File: config.mk
export PLATFORM = sky130hd
export DESIGN_NAME = frame_response_scheduler_flat
export DESIGN_NICKNAME = d
export VERILOG_FILES = /design/src/rtl/frame_response_scheduler_if.sv /design/src/rtl/frame_response_scheduler.sv /design/src/flat_wrapper.sv
export SDC_FILE = /design/constraint.sdc
export NUM_CORES = 1
export LEC_CHECK = 0
export ABC_AREA = 0
export ABC_CLOCK_PERIOD_IN_PS = 2700
export CAP_MARGIN = 10
export CORE_MARGIN = 3
export CORE_UTILIZATION = 39
export DETAILED_ROUTE_END_ITERATION = 16
export GPL_ROUTABILITY_DRIVEN = 0
export PLACE_DENSITY = 0.89
export SETUP_SLACK_MARGIN = 0.02
export SLEW_MARGIN = 20
export SYNTH_ARGS = -nofsm -noshare
export SYNTH_HDL_FRONTEND = slang
export SYNTH_SLANG_ARGS = --single-unit
File: constraint.sdc
create_clock -name clk -period 2.7 [get_ports clk]
set_clock_uncertainty 0.05 [all_clocks]
set_input_delay 0.27 -clock clk [delete_from_list [all_inputs] [get_ports clk]]
set_output_delay 0.27 -clock clk [all_outputs]
set_load 0.01 [all_outputs]
File: src/rtl/frame_response_scheduler_if.sv
// Request/builder bundle for the frame response scheduler: per-requester
// descriptor handshake plus the registered descriptor and launch/complete to the Frame_Builder.
interface frame_response_scheduler_if #(
  parameter int NUM_REQ = 3
);
  logic [NUM_REQ-1:0]    req_valid;
  logic [NUM_REQ-1:0]    req_ready;
  logic [NUM_REQ*8-1:0]  req_status;
  logic [NUM_REQ*8-1:0]  req_cmd;
  logic [NUM_REQ*32-1:0] req_addr;
  logic [NUM_REQ*6-1:0]  req_count;
  logic [NUM_REQ-1:0]    req_is_read;

  logic [7:0]  fb_status_code;
  logic [7:0]  fb_cmd_echo;
  logic [31:0] fb_addr_echo;
  logic [5:0]  fb_data_count;
  logic        fb_is_read;
  logic        fb_build_response;
  logic        fb_builder_busy;
  logic        fb_response_complete;

  // Requesters and the builder together form the environment side.
  modport master (
    output req_valid, req_status, req_cmd, req_addr, req_count, req_is_read,
    input  req_ready,
    input  fb_status_code, fb_cmd_echo, fb_addr_echo, fb_data_count, fb_is_read,
    input  fb_build_response,
    output fb_builder_busy, fb_response_complete
  );

  modport slave (
    input  req_valid, req_status, req_cmd, req_addr, req_count, req_is_read,
    output req_ready,
    output fb_status_code, fb_cmd_echo, fb_addr_echo, fb_data_count, fb_is_read,
    output fb_build_response,
    input  fb_builder_busy, fb_response_complete
  );
endinterface

File: src/rtl/frame_response_scheduler.sv
// Round-robin arbiter sharing one Frame_Builder among response sources, with inter-frame gap.
// Optional WAIT_DONE watchdog is compiled in with `define FRAME_SCHED_WATCHDOG_EN.
module frame_response_scheduler #(
  parameter int NUM_REQ        = 3,
  parameter int GAP_CYCLES     = 2,
  parameter int TIMEOUT_CYCLES = 4096,
  localparam int IDX_W = (NUM_REQ > 1) ? $clog2(NUM_REQ) : 1
) (
  input  logic                    clk,
  input  logic                    rst,
  frame_response_scheduler_if.slave bus,
  output logic [IDX_W-1:0]        grant_idx_o,
  output logic                    sched_busy_o,
  output logic [15:0]             frames_sent_o,
  output logic                    timeout_err_o,
  input  logic                    err_clear_i
);
  localparam int GAP_W = (GAP_CYCLES > 1) ? $clog2(GAP_CYCLES) : 1;

  typedef enum logic [1:0] {S_IDLE, S_LAUNCH, S_WAIT, S_GAP} state_t;

  state_t            state_q, state_d;
  logic [IDX_W-1:0]  last_q, grant_q, win;
  logic              found, grant_fire, done_ok;
  logic [GAP_W-1:0]  gap_q;
  logic [15:0]       frames_q;
  logic [7:0]        status_q, cmd_q, sel_status, sel_cmd;
  logic [31:0]       addr_q, sel_addr;
  logic [5:0]        count_q, sel_count;
  logic              is_read_q, sel_is_read;
`ifdef FRAME_SCHED_WATCHDOG_EN
  logic [15:0]       wd_q;
  logic              wd_hit;
  logic              timeout_q;
`endif

  // First valid index strictly above last_q, else wrap to the lowest valid index.
  always_comb begin
    found = 1'b0;
    win   = '0;
    for (int k = 0; k < NUM_REQ; k++) begin
      if (!found && bus.req_valid[k] && (IDX_W'(k) > last_q)) begin
        found = 1'b1;
        win   = IDX_W'(k);
      end
    end
    for (int k = 0; k < NUM_REQ; k++) begin
      if (!found && bus.req_valid[k]) begin
        found = 1'b1;
        win   = IDX_W'(k);
      end
    end
  end

  always_comb begin
    sel_status  = '0;
    sel_cmd     = '0;
    sel_addr    = '0;
    sel_count   = '0;
    sel_is_read = 1'b0;
    for (int k = 0; k < NUM_REQ; k++) begin
      if (win == IDX_W'(k)) begin
        sel_status  = bus.req_status[8*k +: 8];
        sel_cmd     = bus.req_cmd[8*k +: 8];
        sel_addr    = bus.req_addr[32*k +: 32];
        sel_count   = bus.req_count[6*k +: 6];
        sel_is_read = bus.req_is_read[k];
      end
    end
  end

  always_ff @(posedge clk or posedge rst) begin
    if (rst) state_q <= S_IDLE;
    else     state_q <= state_d;
  end

  always_comb begin
    state_d    = state_q;
    grant_fire = 1'b0;
    done_ok    = 1'b0;
`ifdef FRAME_SCHED_WATCHDOG_EN
    wd_hit     = 1'b0;
`endif
    unique case (state_q)
      S_IDLE: begin
        if (found && !bus.fb_builder_busy) begin
          grant_fire = 1'b1;
          state_d    = S_LAUNCH;
        end
      end
      S_LAUNCH: state_d = S_WAIT;
      S_WAIT: begin
        if (bus.fb_response_complete) begin
          done_ok = 1'b1;
          state_d = (GAP_CYCLES > 0) ? S_GAP : S_IDLE;
        end
`ifdef FRAME_SCHED_WATCHDOG_EN
        else if (wd_q == 16'(TIMEOUT_CYCLES - 1)) begin
          wd_hit  = 1'b1;
          state_d = (GAP_CYCLES > 0) ? S_GAP : S_IDLE;
        end
`endif
      end
      S_GAP: begin
        if (gap_q == GAP_W'(GAP_CYCLES - 1)) state_d = S_IDLE;
      end
      default: state_d = S_IDLE;
    endcase
  end

  // req_ready is masked during reset so an asserted requester never sees a spurious accept.
  always_comb begin
    bus.req_ready         = '0;
    bus.fb_build_response = (state_q == S_LAUNCH);
    sched_busy_o          = (state_q != S_IDLE);
    if (!rst && grant_fire) bus.req_ready[win] = 1'b1;
  end

  always_ff @(posedge clk or posedge rst) begin
    if (rst) begin
      status_q  <= '0;
      cmd_q     <= '0;
      addr_q    <= '0;
      count_q   <= '0;
      is_read_q <= 1'b0;
      grant_q   <= '0;
      last_q    <= IDX_W'(NUM_REQ - 1);
      gap_q     <= '0;
      frames_q  <= '0;
    end else begin
      if (grant_fire) begin
        status_q  <= sel_status;
        cmd_q     <= sel_cmd;
        addr_q    <= sel_addr;
        count_q   <= sel_count;
        is_read_q <= sel_is_read;
        grant_q   <= win;
        last_q    <= win;
      end
      if (state_q == S_GAP) gap_q <= gap_q + 1'b1;
      else                  gap_q <= '0;
      if (done_ok) frames_q <= frames_q + 16'd1;
    end
  end

`ifdef FRAME_SCHED_WATCHDOG_EN
  // A timeout on the same cycle as err_clear leaves the flag set.
  always_ff @(posedge clk or posedge rst) begin
    if (rst) begin
      wd_q      <= '0;
      timeout_q <= 1'b0;
    end else begin
      if (state_q == S_LAUNCH)    wd_q <= '0;
      else if (state_q == S_WAIT) wd_q <= wd_q + 16'd1;
      if (wd_hit)           timeout_q <= 1'b1;
      else if (err_clear_i) timeout_q <= 1'b0;
    end
  end
  assign timeout_err_o = timeout_q;
`else
  logic unused_err_clear;
  assign unused_err_clear = err_clear_i;
  assign timeout_err_o    = 1'b0;
`endif

  assign bus.fb_status_code = status_q;
  assign bus.fb_cmd_echo    = cmd_q;
  assign bus.fb_addr_echo   = addr_q;
  assign bus.fb_data_count  = count_q;
  assign bus.fb_is_read     = is_read_q;
  assign grant_idx_o        = grant_q;
  assign frames_sent_o      = frames_q;
endmodule
File: src/flat_wrapper.sv
// flat-port wrapper written by rule: the top's interface ports become plain ports
module frame_response_scheduler_flat 
#(
  parameter int NUM_REQ        = 3,
  parameter int GAP_CYCLES     = 2,
  parameter int TIMEOUT_CYCLES = 4096,
  localparam int IDX_W = (NUM_REQ > 1) ? $clog2(NUM_REQ) : 1
)
  (clk, rst, grant_idx_o, sched_busy_o, frames_sent_o, timeout_err_o, err_clear_i, bus_req_valid, bus_req_status, bus_req_cmd, bus_req_addr, bus_req_count, bus_req_is_read, bus_req_ready, bus_fb_status_code, bus_fb_cmd_echo, bus_fb_addr_echo, bus_fb_data_count, bus_fb_is_read, bus_fb_build_response, bus_fb_builder_busy, bus_fb_response_complete);
  frame_response_scheduler_if #(.NUM_REQ(NUM_REQ)) bus_i ();
  input  logic clk;
  input  logic rst;
  output logic [IDX_W-1:0] grant_idx_o;
  output logic sched_busy_o;
  output logic [15:0] frames_sent_o;
  output logic timeout_err_o;
  input  logic err_clear_i;
  input wire logic [$bits(bus_i.req_valid)-1:0] bus_req_valid;
  input wire logic [$bits(bus_i.req_status)-1:0] bus_req_status;
  input wire logic [$bits(bus_i.req_cmd)-1:0] bus_req_cmd;
  input wire logic [$bits(bus_i.req_addr)-1:0] bus_req_addr;
  input wire logic [$bits(bus_i.req_count)-1:0] bus_req_count;
  input wire logic [$bits(bus_i.req_is_read)-1:0] bus_req_is_read;
  output wire logic [$bits(bus_i.req_ready)-1:0] bus_req_ready;
  output wire logic [$bits(bus_i.fb_status_code)-1:0] bus_fb_status_code;
  output wire logic [$bits(bus_i.fb_cmd_echo)-1:0] bus_fb_cmd_echo;
  output wire logic [$bits(bus_i.fb_addr_echo)-1:0] bus_fb_addr_echo;
  output wire logic [$bits(bus_i.fb_data_count)-1:0] bus_fb_data_count;
  output wire logic [$bits(bus_i.fb_is_read)-1:0] bus_fb_is_read;
  output wire logic [$bits(bus_i.fb_build_response)-1:0] bus_fb_build_response;
  input wire logic [$bits(bus_i.fb_builder_busy)-1:0] bus_fb_builder_busy;
  input wire logic [$bits(bus_i.fb_response_complete)-1:0] bus_fb_response_complete;
  assign bus_i.req_valid = bus_req_valid;
  assign bus_i.req_status = bus_req_status;
  assign bus_i.req_cmd = bus_req_cmd;
  assign bus_i.req_addr = bus_req_addr;
  assign bus_i.req_count = bus_req_count;
  assign bus_i.req_is_read = bus_req_is_read;
  assign bus_req_ready = bus_i.req_ready;
  assign bus_fb_status_code = bus_i.fb_status_code;
  assign bus_fb_cmd_echo = bus_i.fb_cmd_echo;
  assign bus_fb_addr_echo = bus_i.fb_addr_echo;
  assign bus_fb_data_count = bus_i.fb_data_count;
  assign bus_fb_is_read = bus_i.fb_is_read;
  assign bus_fb_build_response = bus_i.fb_build_response;
  assign bus_i.fb_builder_busy = bus_fb_builder_busy;
  assign bus_i.fb_response_complete = bus_fb_response_complete;
  frame_response_scheduler #(.NUM_REQ(NUM_REQ), .GAP_CYCLES(GAP_CYCLES), .TIMEOUT_CYCLES(TIMEOUT_CYCLES)) u_core (.clk(clk), .rst(rst), .bus(bus_i), .grant_idx_o(grant_idx_o), .sched_busy_o(sched_busy_o), .frames_sent_o(frames_sent_o), .timeout_err_o(timeout_err_o), .err_clear_i(err_clear_i));
endmodule
* After elaboration in Yosys (flattened, before gate mapping)
Cells that the tools add are included.
Operators by class: $add $sub $neg 2, multipliers 0, divide/modulo/power cells 0, $lt $le $gt $ge 5, equal/unequal tests 8, shift-type cells 0, multiplexer cells 38, bitwise logic cells 0, reduce and logical (&&, ||, !) cells 22
Operator list (number):
- 2-to-1 mux 32 bit | 3
- 2-to-1 mux 8 bit | 6
- 2-to-1 mux 6 bit | 3
- adder 16 x 1 -> 16 bit, second input constant | 1
- 2-to-1 mux 1 bit | 16
- 2-to-1 mux 2 bit | 7
- logical AND 1 bit | 11
- one-hot mux 2 bit (4 select lines) | 1
- zero test 1 bit | 7
- equality test 2 bit, second input constant | 3
- equality test 2 x 1 -> 1 bit, second input constant | 2
- greater-than comparator 1 x 2 -> 1 bit, first input constant | 2
- zero test 2 bit | 2
- inequality test 2 x 1 -> 1 bit, second input constant | 2
- less-than comparator 2 x 3 -> 1 bit, second input constant | 1
- 2-to-1 mux 3 bit | 1
- AND reduction 3 bit | 1
- demux 1 bit (select 2 bit) | 1
- >= comparator 2 x 1 -> 1 bit, second input constant | 1
- greater-than comparator 2 bit, first input constant | 1
- inequality test 2 bit, second input constant | 1
- nonzero test 2 bit | 1
- adder 1 bit, second input constant | 1
Word-level totals: register bits after elaboration 78, latch bits 0, bits in writable memories 0, memory bits (read-only) 0, bits of input ports 173, output and inout port bits 79, word-level logic and storage cells 85, memories kept 0

* Longest topological paths before layout
Gate-level depths: netlist of run 1.
depth in word-level cells 25, gate-level depth with buffers 8

* Worst setup path after synthesis of run 1
Ideal clock, no wire load.
path type input to output, start point input rst, end point output bus_req_ready[0], arrival time 2.296 ns, data required time 2.380 ns, setup slack 0.084 ns, stages 2, path buffers 0, path through inv_1 > and3_1
Between the ends: cells in the longest elaborated chain, start to end 3
RTL lines:
- from (decl) | RTL line flat_wrapper.sv:12 | input logic rst;
- zero test 1 bit (no source line)
- logical AND 1 bit | RTL line frame_response_scheduler.sv:116 | if (!rst && grant_fire) bus.req_ready[win] = 1'b1;
- 2-to-1 mux 3 bit | RTL line frame_response_scheduler.sv:116
- to (decl) | RTL line flat_wrapper.sv:24 | output wire logic [$bits(bus_i.req_ready)-1:0] bus_req_ready;
No other way between the ends.

* Final worst setup path of run 1
start point register u_core.state_q[1], end point output bus_req_ready[0]
Between the ends: cells in the longest elaborated chain, start to end 4
RTL lines:
- from (decl) | RTL line frame_response_scheduler.sv:22 | state_t state_q, state_d;
- from (signal assigned) | RTL line frame_response_scheduler.sv:74 | else state_q <= state_d;
- zero test 2 bit | RTL line frame_response_scheduler.sv:84 | unique case (state_q)
- 2-to-1 mux 1 bit | RTL line frame_response_scheduler.sv:84
- logical AND 1 bit | RTL line frame_response_scheduler.sv:116
- 2-to-1 mux 3 bit | RTL line frame_response_scheduler.sv:116
No other way between the ends.

==> qor.csv, run 1 <==
metric,value,unit
Main synth FF type,dfrtp_1,
largest net degree at the start of global routing,78,
Worst-path clk slew,0.08,ns
asr flop ratio synth,100,%
Synth Area in Simple Gates,10.5,%
average size of a mapped cell,10.4,um^2
Port Buffers,249,
"Distinct cells, synth",37,
max-cap viol count,0,
Compound-Gate Fraction of Synth Area,33.1,%
Final #Nets,828,
CTS buffer count,9,
synthesized instance count,418,
worst skew pair latency,0.33,ns
status,"finished, final reports clean",
Starting Density,41.0,%
worst path cell trace,inv_1 > ha_1 > inv_1 > nor3_2 > and3_1 > clkdlybuf4s50_1,
final critical-path required period,2.40,ns
Post-Place Cell Area,6850,um^2
Placed Instances,774,
DP HPWL,10700,um
Synth Register Bits,77,
WL/cell,18.6,um
Post-DRT Antenna Nets,0,
vias in the first global route,4692,
adder-cell share of the synthesized area,1.44,%
Pleak,2.80,nW
post-synthesis mux area share,0.520,%
Final Hold Fails,0,
DR vias,4364,
critical path class,reg -> out,
crit path from,u_core.state_q[1]$_DFFE_PP0P_,
"Setup violations, final",0,
Placement Rows,37,
first-pass GRT wire length,23500,um
die footprint,12400,um^2
Final Cell Area,7120,um^2
Post-Syn Nets,596,
Worst VDD drop,0.527,mV
Die W,111,um
H-Tree Depth,3,
post-synthesis sequential area ratio,44.5,%
Setup Total Neg Slack,0,ns
Critical Path RT,2.38,ns
RSZ-0062 raised after global routing,no,
xor-xnor portion of the synthesized cell area,3.03,%
end-of-flow core utilization,67.5,%
Ys Warns,0,
grt ovf,0,
crit share post-route,89.1,%
clk sinks,77,
setup bufs post-CTS,0,
r2r startpoint,u_core.last_q[1]$_DFFE_PP1P_,
Worst-Margin Slew,0.672,ns
initial antenna violation count,0,
Slew Limit Fails,0,
vias per inst,5.52,
worst r2r path cells,5,
Critical Path End Type,output port,
largest family of logic cells by synthesized area,compound AO/OA/AOI/OAI gates,
Final Non-Filler Cells,791,
fmax,0.416,GHz
Core ar.,10600,um^2
CTS tree,done,
worst hold path type,in -> async,
Post-synth EDFFs,0,
routed wire length,14700,um
critical path's largest stage delay,0.56,ns
CTS Buffer Depth,2,
ANT cells,0,
reg-to-reg endpoint,u_core.bus.fb_addr_echo[17]$_DFFE_PP0P_,
crit path DAT,2.08,ns
Total GRT Usage,23.1,%
PwrDens,878,nW/um^2
most frequent CP cell,inv_1,
layout cells sized above 1,13.7,%
DRT Pass-1 Iters,7,
Worst Setup EP,bus_req_ready[0],
DRC,0,
I/O pins,252,
worst reg-to-reg setup slack,0.68,ns
Area Growth Syn to Fin,64.5,%
CP max FO,4,
die height,111,um
Slew HR,55.2,%
initial detailed-routing violation count,152,
critical path's slowest cell,clkdlybuf4s50_1,
Startpoint Class,register,
Synth Cell Area,4330,um^2
clk root buf,clkbuf_8,
[power by group]
part | switching (mW) | total [mW] | internal [mW]
registers | 0.306 | 1.94 | 1.64
clock network | 0.430 | 1.05 | 0.615
logic | 1.61 | 3.27 | 1.65
total | 2.35 | 6.25 | 3.91
[worst max-delay path: cells and delay by family (launching register included)]
| family | cells | cell delay [ns] |
|---|---|---|
| buffers and inverters | 3 | 0.75 |
| DFF | 1 | 0.42 |
| and+or+nand+nor | 2 | 0.39 |
| adders and majority gates | 1 | 0.19 |
[how the worst min path moves through the flow]
stage / start / to / slack (ns) / cells past startpoint
after floorplan: u_core.gap_q$_DFF_PP0_ / u_core.gap_q$_DFF_PP0_ / 0.35 / 1
after global placement: u_core.gap_q$_DFF_PP0_ / u_core.gap_q$_DFF_PP0_ / 0.36 / 1
after detailed placement: u_core.gap_q$_DFF_PP0_ / u_core.gap_q$_DFF_PP0_ / 0.37 / 1
after CTS: u_core.gap_q$_DFF_PP0_ / u_core.gap_q$_DFF_PP0_ / 0.38 / 1
after global routing: rst / u_core.bus.fb_addr_echo[26]$_DFFE_PP0P_ / 0.38 / 3
final: rst / u_core.bus.fb_addr_echo[22]$_DFFE_PP0P_ / 0.36 / 3
[cell usage after synthesis (all sizes together), types with 2 or more instances]
| master | count | area share [%] |
|---|---|---|
| a21oi | 2 | 0.23 |
| a2bb2oi | 2 | 0.69 |
| xnor2 | 13 | 2.6 |
| mux2 | 2 | 0.52 |
| xor2 | 2 | 0.40 |
| nand2b | 2 | 0.29 |
| nand2 | 63 | 5.5 |
| and4 | 3 | 0.61 |
| and3 | 3 | 0.43 |
| nand4 | 5 | 0.72 |
| ha | 5 | 1.4 |
| nand3 | 6 | 0.69 |
| clkbuf | 5 | 0.43 |
| nor2b | 3 | 0.61 |
| nor3 | 5 | 0.92 |
| dfrtp | 76 | 44 |
| inv | 5 | 0.43 |
| o21ai | 113 | 13 |
| buf | 34 | 5.9 |
| nor2 | 6 | 0.52 |
| a221oi | 54 | 18 |
[per-stage QoR]
step	total power, mW	setup slack, ns	hold slack, ns
final	6.25	0.295	0.356
after detailed placement	5.24	0.201	0.371
after floorplan	3.67	0.0844	0.349
after CTS	6.30	0.113	0.383
after global routing	6.65	0.168	0.380
after global placement	5.10	0.260	0.360
[cell families (layout without fill, tap and decap cells)]
family                   after synthesis  after routing
AO/OA/AOI/OAI                        176            176
AND/OR/NAND/NOR                       98             98
flip-flops                            77             77
buffers and inverters                 44            281
XOR/XNOR                              15             15
adder cells (fa/ha/maj)                5              5
multiplexers                           2              2
other                                  1              1
[cells in the final DEF, fill, tap and decap left out, types with 3 or more instances in the layout]
| cell | count |
|---|---|
| bufinv_16 | 3 |
| a221oi_2 | 50 |
| nand3_1 | 6 |
| nand2_1 | 63 |
| nor3_2 | 4 |
| ha_1 | 5 |
| o21ai_0 | 25 |
| inv_1 | 4 |
| dfrtp_1 | 76 |
| nor2_1 | 6 |
| clkbuf_8 | 9 |
| o21ai_1 | 88 |
| a221oi_1 | 4 |
| and4_1 | 3 |
| and3_1 | 3 |
| xnor2_1 | 13 |
| clkdlybuf4s50_1 | 247 |
| buf_4 | 8 |
| nand4_1 | 5 |
[layout make-up]
type	count	area, um^2
Tap cell	136	170
Multi-Input combinational cell	297	2150
Fill cell	841	3430
Clock buffer	10	128
Timing Repair Buffer	260	2620
Clock inverter	6	111
Sequential cell	77	1930
Inverter	5	20.0
[state kept, by name, indices dropped and copies added, names as in the netlist, 2 cells and up]
name / count
u_core.bus.fb_addr_echo: 32
u_core.bus.fb_cmd_echo: 8
u_core.bus.fb_data_count: 6
u_core.bus.fb_status_code: 8
u_core.frames_sent_o: 16
u_core.grant_idx_o: 2
u_core.state_q: 2
[per-layer routing]
| layer | global-route usage [%] | part of all wire [%] | up-vias |
|---|---|---|---|
| met3 | 6.09 | 7.2 | 39 |
| met2 | 41.8 | 52 | 186 |
| met4 | 9.73 | 3.2 | 0 |
| met5 | 0 | 0 | - |
| li1 | - | - | 2014 |
| met1 | 25.4 | 38 | 2125 |
[repair_timing]
action                     CTS  global route
hold endpoints to repair     0             0
setup endpoints to repair    2             1
resized for setup            2             1
hold buffers                 0             0
Power figures use the tool's default switching activity.
==> run 2, diff against run 1 <==
Settings changed: CTS_CLUSTER_DIAMETER from default to 200.
==> results of run 2 <==
No change in the layout: final DEF, timing and power equal those of run 1.
==> run 3, diff against run 2 <==
Settings changed: GPL_ROUTABILITY_DRIVEN 0 to default.
==> results of run 3 <==
No change in the layout: final DEF, timing and power equal those of run 1.
